File: src/rtl/display_scanner.sv
// display_scanner: four-digit seven-segment refresh scanner with frame-synchronous double-buffered data and PWM brightness
module display_scanner #(
  parameter int DIV_WIDTH    = 17,
  parameter int BLANK_CYCLES = 16
) (
  input  logic       clk,
  input  logic       rst_n,
  input  logic       enable,
  input  logic       load,
  input  logic [3:0] val_in,
  input  logic [3:0] lower_in,
  input  logic [3:0] upper_in,
  input  logic [3:0] duty,
  output logic [3:0] anode,
  output logic [7:0] Val,
  output logic [3:0] lowerY,
  output logic [3:0] upperY,
  output logic       pending,
  output logic       frame_tick
);
  localparam logic [DIV_WIDTH-1:0] BLANK = DIV_WIDTH'(BLANK_CYCLES);
  logic [DIV_WIDTH-1:0] cnt;
  logic [1:0] idx;
  logic en_q, slot_end, frame_end, commit, lit;
  logic [3:0] sh_val, sh_lo, sh_up, sh_duty, act_val, act_lo, act_up, act_duty;
  assign slot_end  = enable && &cnt;
  assign frame_end = slot_end && idx == 2'd3;
  assign commit    = frame_end && pending;
  // dead time at slot start, then lit while the slot's top nibble is within duty
  assign lit    = en_q && cnt >= BLANK && cnt[DIV_WIDTH-1 -: 4] <= act_duty;
  assign anode  = lit ? ~(4'b0001 << idx) : 4'hf;
  assign Val    = {4'b0, act_val};
  assign lowerY = act_lo;
  assign upperY = act_up;
  always_ff @(posedge clk) begin
    if (!rst_n) begin
      cnt        <= '0;
      idx        <= '0;
      en_q       <= 1'b0;
      sh_val     <= '0;
      sh_lo      <= '0;
      sh_up      <= '0;
      sh_duty    <= 4'hf;
      act_val    <= '0;
      act_lo     <= '0;
      act_up     <= '0;
      act_duty   <= 4'hf;
      pending    <= 1'b0;
      frame_tick <= 1'b0;
    end else begin
      en_q       <= enable;
      frame_tick <= frame_end;
      if (enable) cnt <= cnt + 1'b1;
      if (slot_end) idx <= idx + 1'b1;
      if (load) {sh_val, sh_lo, sh_up, sh_duty} <= {val_in, lower_in, upper_in, duty};
      if (commit) {act_val, act_lo, act_up, act_duty} <= {sh_val, sh_lo, sh_up, sh_duty};
      pending <= load || (pending && !commit);
    end
  end
endmodule

File: config.mk
export PLATFORM = sky130hd
export DESIGN_NAME = display_scanner
export DESIGN_NICKNAME = d
export VERILOG_FILES = /design/src/rtl/display_scanner.sv
export SDC_FILE = /design/constraint.sdc
export NUM_CORES = 1
export LEC_CHECK = 0
export BUFFER_PORTS_ARGS = -buffer_cell sky130_fd_sc_hd__buf_4
export CAP_MARGIN = 0
export CORE_MARGIN = 3
export CORE_UTILIZATION = 45
export CTS_BUF_LIST = sky130_fd_sc_hd__clkbuf_4
export DETAILED_ROUTE_END_ITERATION = 6
export PLACE_DENSITY_LB_ADDON = 0.3
export RECOVER_POWER = 50
export SYNTH_ARGS = -nofsm -noshare
export SYNTH_HDL_FRONTEND = slang
export SYNTH_SLANG_ARGS = --single-unit
export TNS_END_PERCENT = 100
File: constraint.sdc
create_clock -name clk -period 5.6 [get_ports clk]
set_input_delay 1.12 -clock clk [delete_from_list [all_inputs] [get_ports clk]]
set_output_delay 1.12 -clock clk [all_outputs]
set_load 0.01 [all_outputs]
==> impl_metrics.json, run 1 <==
{
  "setup_ws_ns": 2.58,
  "clock_path_buffers": 2,
  "antenna_cells": 0,
  "min_to": "upperY[1]",
  "status": "finished, final reports clean",
  "share_comb_of_total_power": 0.057,
  "dp_slack_ns": 2.62,
  "powerDensity_nw_per_um2": 255,
  "clk_root_buffer_cell": "clkbuf_4",
  "path_buf_inv": 1,
  "arrival_ns": 1.90,
  "ant_nets": 0,
  "dpl-instance-area_um2": 2570,
  "cts_tree": "done",
  "worstSetupPathType": "reg -> out",
  "cp_slowest_cell": "dfxtp_1",
  "vdd_drop_max_uv": 118,
  "relSlewSlack": 0.132,
  "fin_crit_sh": 0.540,
  "rsz0062_at_grt": "false",
  "hold_start": "sh_up[1]",
  "syn-cell-area_um2": 2300,
  "yosys-mux-area-fraction": 0.0828,
  "drtPass1Iterations": 4,
  "hpwlAfterDp_um": 3010,
  "ioPinCount": 42,
  "finalInstanceArea_um2": 2590,
  "wl_um": 4220,
  "total_power_w": 0.000659,
  "drive_gt1_frac": 0.103,
  "fin_tns_setup_ns": 0,
  "route.detailed.drc": 0,
  "postCtsSetupRepairBufs": 0,
  "initial_utilization": 0.477,
  "cts_made_buffers": 5,
  "track_usage": 0.148,
  "cp.required_ns": 4.48,
  "switching_power_w": 0.000150,
  "hold_path_depth": 2,
  "p_leak_nw": 1.05,
  "regToRegStartpoint": "cnt[4]",
  "crit_cells": 6,
  "grt_remaining_overflow": 0,
  "final_hold_viol_count": 0,
  "syn_to_final_growth_pct": 12.6,
  "cts_resized": 0,
  "grt_pass1_vias": 1560,
  "syn_avg_cell_area_um2": 8.84,
  "wl_per_cell_um": 11.8,
  "syn_inst": 260,
  "clock_skew_ns": 0.0111,
  "die_h_um": 77.5,
  "path_common_cell": "o22ai_1",
  "fp.coreArea_um2": 4820,
  "synth-simple-area-share": 0.216,
  "ys_ff_latch": 54,
  "synth_top_area_cell": "dfxtp_1",
  "clkSinkCount": 54,
  "clk_latency_ns": 0.38,
  "hp-class": "reg -> reg",
  "globalplace.congestion": 0.755,
  "synth_cell_types": 29,
  "synthTopCellsByArea": "dfxtp_1 (47%), mux2i_1 (8.3%), nand2_1 (7.2%)",
  "synth-compound-area-share": 0.0599,
  "tightest_slew_ns": 1.30,
  "sw_frac_of_total": 0.227,
  "yosysSeqAreaShare": 0.471,
  "fill_cells": 494,
  "drv_slew": 0,
  "rows": 25,
  "startpoint_type": "flop",
  "pwr-share-clk": 0.337,
  "p_int_w": 0.000509,
  "critical_path.max_fanout": 5,
  "worstSetupEndpointType": "output pin",
  "die_area_um2": 6000,
  "sequentialPowerShare": 0.606,
  "crit_family": "compound AO/OA/AOI/OAI gates",
  "ys_warn_count": 0,
  "antenna_found_initial": 0,
  "die_w_um": 77.5,
  "synth_top_family_by_area": "simple AND/OR/NAND/NOR gates",
  "fmax_mhz": 331,
  "viasPerCell": 4.85,
  "grt_pass1_wl_um": 7130,
  "htreeDepth": 2,
  "r2r_end": "upperY[0]",
  "clk_pin_slew_ns": 0.16,
  "yosysTopAreaCellShare": 0.471,
  "synth-adder-area-share": 0.0599,
  "hold_buffers": 0,
  "crit_path_cell_trace": "ha_1 > a21oi_1 > o22ai_1 > o22ai_1 > nand4_1 > buf_4",
  "grt_max_degree": 45,
  "regToRegSetupSlack_ns": 3.07,
  "critPathMaxStageDelay_ns": 0.44,
  "max_cap_viol_count": 0,
  "setup-violations-final": 0,
  "synth_xor_area_frac": 0.0458,
  "rr_worst_depth": 8,
  "drtIter0Drc": 69,
  "route.vias.total": 1730,
  "portBuffers": 37,
  "nNetsFinal": 320,
  "min_period_ns": 3.02,
  "final_core_util": 0.537
}
## metrics by stage
stage	hold slack, ns	cells
after floorplan	0.431	263
after global placement	0.436	349
after detailed placement	0.444	349
after CTS	0.467	357
after global routing	0.489	357
final	0.463	357
## area by class of cell
| class | instances | area [µm²] | share of cell area |
|---|---|---|---|
| sequential | 54 | 1080 | 0.418 |
| clock inverter | 3 | 47.5 | 0.0184 |
| inverter | 11 | 41.3 | 0.0160 |
| clock buffer | 5 | 37.5 | 0.0145 |
| multi-input combinational | 180 | 1080 | 0.418 |
| timing repair buffer | 37 | 214 | 0.0827 |
| tap | 67 | 83.8 | 0.0324 |
## power groups by stage
stage	clock [W]	sequential, W	combinational, W
after CTS	0.000230	0.000399	0.0000391
after floorplan	0	0.000407	0.0000265
final	0.000222	0.000399	0.0000376
after detailed placement	0	0.000408	0.0000392
after global placement	0	0.000407	0.0000386
after global routing	0.000244	0.000401	0.0000430
## cell families (layout without fill, tap and decap cells)
kind of cell	after synthesis	after routing
multiplexers	19	19
buffers and inverters	29	56
AND/OR/NAND/NOR	109	109
other	1	4
adder cells (fa/ha/maj)	11	11
flip-flops	54	54
XOR/XNOR	12	12
AO/OA/AOI/OAI	25	25
## sequential cells by signal (all words and copies together), names as in the netlist
signal and cells:
act_duty 4, act_val 4, cnt 17, en_q 1, frame_tick 1, idx 2, lowerY 4, pending 1
sh_duty 4, sh_lo 4, sh_up 4, sh_val 4, upperY 4
## placed cells by master, fill, tap and decap left out, drive strengths merged
cell type  Yosys  routed
a21oi         17      17
and2           2       2
and3           3       3
and4           3       3
buf           13      20
bufinv         0       1
clkbuf         5      22
clkinv         1       1
conb           1       4
dfxtp         54      54
ha            11      11
inv           10      12
mux2i         19      19
nand2         44      44
nand2b         1       1
nand3          8       8
nand4         10      10
nor2          30      30
nor3           3       3
nor4           3       3
o211ai         3       3
o21ai          2       2
o21bai         1       1
o22ai          2       2
or3            2       2
xnor2          3       3
xor2           9       9
## worst reg2reg max path: stages, from the launching register on
cell and delay (ns):
dfxtp_1 0.44, and4_1 0.37, nand2_1 0.08, nor3_1 0.23, ha_1 0.25, and3_1 0.18, and2_1 0.62, nand2_1 0.14
a21oi_1 0.14
## synthesized netlist by cell type, drive strengths merged
library cell / instances
mux2i: 19
dfxtp: 54
o21ai: 2
or3: 2
inv: 10
nor3: 3
conb: 1
xor2: 9
a21oi: 17
nand4: 10
nand2: 44
buf: 13
o22ai: 2
and3: 3
o211ai: 3
xnor2: 3
clkinv: 1
nor2: 30
nand2b: 1
ha: 11
o21bai: 1
and4: 3
nor4: 3
nand3: 8
clkbuf: 5
and2: 2
## how the worst max path moves through the flow
stage	from	endpoint	slack, ns
4_1_cts	cnt[15]	anode[2]	2.56
3_3_place_gp	rst_n	cnt[10]	2.64
2_1_floorplan	cnt[15]	anode[0]	3.25
5_1_grt	rst_n	cnt[10]	2.33
6_report	cnt[15]	anode[2]	2.58
3_5_place_dp	rst_n	cnt[10]	2.62
## routing by layer
layer / up-vias / global-route usage / wire length [µm]
met5: - / 0 / 0
met4: 0 / 0.0480 / 59
met3: 7 / 0.0383 / 188
met2: 32 / 0.241 / 1940
met1: 776 / 0.190 / 2030
li1: 915 / - / -
Power figures use the tool's default switching activity.
==> run 2, diff against run 1 <==
- ABC_AREA: not set -> 1
- clock period: 5.6 -> 3 ns (I/O delays scaled with it)
==> run 2 against run 1 <==
  * Sequential power increased by 88%
  * Critical path type unchanged
  * Wire length increased by 14%
  * Flip-flop and latch count unchanged
  * Hold slack worse by 0.048 ns
  * Largest cell class unchanged
  * Worst setup slack lost 1.9 ns
  * Sequential share of layout area down 2.1 points
  * Register-to-register slack worse by 2.2 ns
  * Global-route usage increased by 2.0 points
  * Power increased by 78%
  * Highest routed layer unchanged
  * Cell count is 20% higher
==> impl_metrics.json, run 2 <==
{
  "status": "finished, final reports clean",
  "ys.flop_type": "dfxtp_1",
  "synth_cell_types": 27,
  "cts_resized": 0,
  "sw_frac_of_total": 0.255,
  "clk_latency_ns": 0.38,
  "p_leak_nw": 1.20,
  "yosys-top-cells-count": "nor2_1 (88), dfxtp_1 (54), nand2_1 (44)",
  "syn_to_final_growth_pct": 14.2,
  "arrival_ns": 1.77,
  "relSlewSlack": 0.590,
  "async_flop_share": 0,
  "route.detailed.drc": 0,
  "drive_gt1_frac": 0.121,
  "final_hold_viol_count": 0,
  "grt_pass1_vias": 1894,
  "ant_nets": 0,
  "yosysSeqAreaShare": 0.453,
  "synthTopCellsByArea": "dfxtp_1 (45%), nor2_1 (14%), o21ai_0 (7.1%)",
  "hpwlAfterDp_um": 3510,
  "antenna_found_initial": 0,
  "htreeDepth": 2,
  "largest_reg_flops": 17,
  "hold_buffers": 0,
  "nNetsFinal": 393,
  "dp.cells": 422,
  "postCtsSetupRepairBufs": 0,
  "clock_path_buffers": 2,
  "syn_inst": 329,
  "tightest_slew_ns": 0.615,
  "critical_path.max_fanout": 4,
  "met1Wirelength_um": 2340,
  "rows": 25,
  "initial_utilization": 0.486,
  "fp.coreArea_um2": 4910,
  "min_period_ns": 2.37,
  "setup-violations-final": 0,
  "cts_tree": "done",
  "synth-edff-count": 0,
  "clkSinkCount": 54,
  "clk_pin_slew_ns": 0.18,
  "syn_avg_cell_area_um2": 7.25,
  "globalplace.congestion": 0.772,
  "drv_slew": 0,
  "ys_ff_latch": 54,
  "max_cap_viol_count": 0,
  "drtPass1Iterations": 4,
  "worstSetupEndpointType": "output pin",
  "grt_pass1_wl_um": 8440,
  "p_int_w": 0.000873,
  "topRoutingLayerUsed": "met4",
  "route.vias.total": 2087,
  "final_cell_count_no_fill": 430,
  "switching_power_w": 0.000299,
  "dp_slack_ns": 0.980,
  "grt_max_degree": 46,
  "synth_top_area_cell": "dfxtp_1",
  "track_usage": 0.168,
  "setup_ws_ns": 0.632,
  "portBuffers": 37,
  "grt_remaining_overflow": 0,
  "finalInstanceArea_um2": 2720,
  "die_w_um": 78.8,
  "syn-cell-area_um2": 2380,
  "dr_wl_met2_um": 2170,
  "ys_warn_count": 0,
  "clk_root_buffer_cell": "clkbuf_4",
  "cts_made_buffers": 5,
  "die_area_um2": 6210,
  "total_power_w": 0.00117,
  "wl_per_cell_um": 11.1,
  "fin_crit_sh": 0.789,
  "fin_tns_setup_ns": 0,
  "yosysTopAreaCellShare": 0.453,
  "sequentialPowerShare": 0.640,
  "antenna_cells": 0,
  "hp-class": "in -> reg",
  "ioPinCount": 42,
  "wl_um": 4790,
  "startpoint_type": "flop",
  "met3_length_um": 233,
  "worstSetupPathType": "reg -> out",
  "drtIter0Drc": 136,
  "powerDensity_nw_per_um2": 430,
  "vdd_drop_max_uv": 248,
  "pwr-share-clk": 0.291,
  "share_comb_of_total_power": 0.069,
  "clock_skew_ns": 0.0185,
  "final_common_cell": "nor2_1",
  "fmax_mhz": 422,
  "dpl-instance-area_um2": 2680,
  "synth.most_common_cell": "nor2_1",
  "top_register": "cnt",
  "fill_cells": 508,
  "die_h_um": 78.8,
  "final_cell_mix": "nor2_1 (89), dfxtp_1 (54), nand2_1 (44), o21ai_0 (34), buf_4 (32)",
  "rsz0062_at_grt": "false",
  "cp.required_ns": 2.40,
  "viasPerCell": 4.85
}
## run 2: worst max-delay path, stage by stage, from the launching register on
cell,delay [ns]
dfxtp_1,0.37
ha_1,0.32
inv_1,0.07
nor2_1,0.03
o21ai_0,0.14
nand2_1,0.07
nand2_1,0.13
nand4_1,0.11
buf_4,0.16
## run 2: layout make-up
cell class / instances / area [µm²] / area share
well taps: 67 / 83.8 / 0.0308
clock inverters: 3 / 28.8 / 0.0106
clock buffers: 5 / 37.5 / 0.0138
repair buffers: 37 / 259 / 0.0951
inverters: 29 / 111 / 0.0409
flip-flops and latches: 54 / 1080 / 0.397
multi-input cells: 235 / 1120 / 0.412
## run 2: routing by layer
layer,GRT usage,vias to the layer above
met2,0.262,44
met3,0.0374,5
met5,0,-
met4,0.0542,0
li1,-,1110
met1,0.231,928
## run 2: final timing paths
kind / endpoint / cells past startpoint / startpoint / slack [ns]
min reg2reg: sh_duty[3] / 2 / sh_duty[3] / 0.48
max reg2reg: act_duty[2] / 12 / cnt[0] / 0.87
max: anode[2] / 8 / cnt[14] / 0.63
min: sh_duty[3] / 3 / duty[3] / 0.42
## run 2: cell families after synthesis
kind of cell / count (synthesis) / synth area share
other: 1 / 0.00157
DFF: 54 / 0.453
xor gates and xnor gates: 2 / 0.00735
buffers and inverters: 43 / 0.0803
AOI/OAI and AO/OA: 53 / 0.112
adders and majority gates: 11 / 0.0577
and+or+nand+nor: 165 / 0.288
## run 2: power groups by stage
stage                     Combinational [W]  Clock, W  Sequential [W]
after floorplan                   0.0000544         0        0.000763
after global placement            0.0000812         0        0.000765
after detailed placement          0.0000821         0        0.000765
after CTS                         0.0000823  0.000356        0.000750
after global routing              0.0000954  0.000389        0.000753
final                             0.0000808  0.000341        0.000750
## run 2: through the flow
step            util  hold WS, ns
2_1_floorplan      -        0.429
6_report       0.554        0.416
3_3_place_gp   0.545        0.446
4_1_cts        0.559        0.403
3_5_place_dp   0.545        0.452
5_1_grt        0.554        0.395
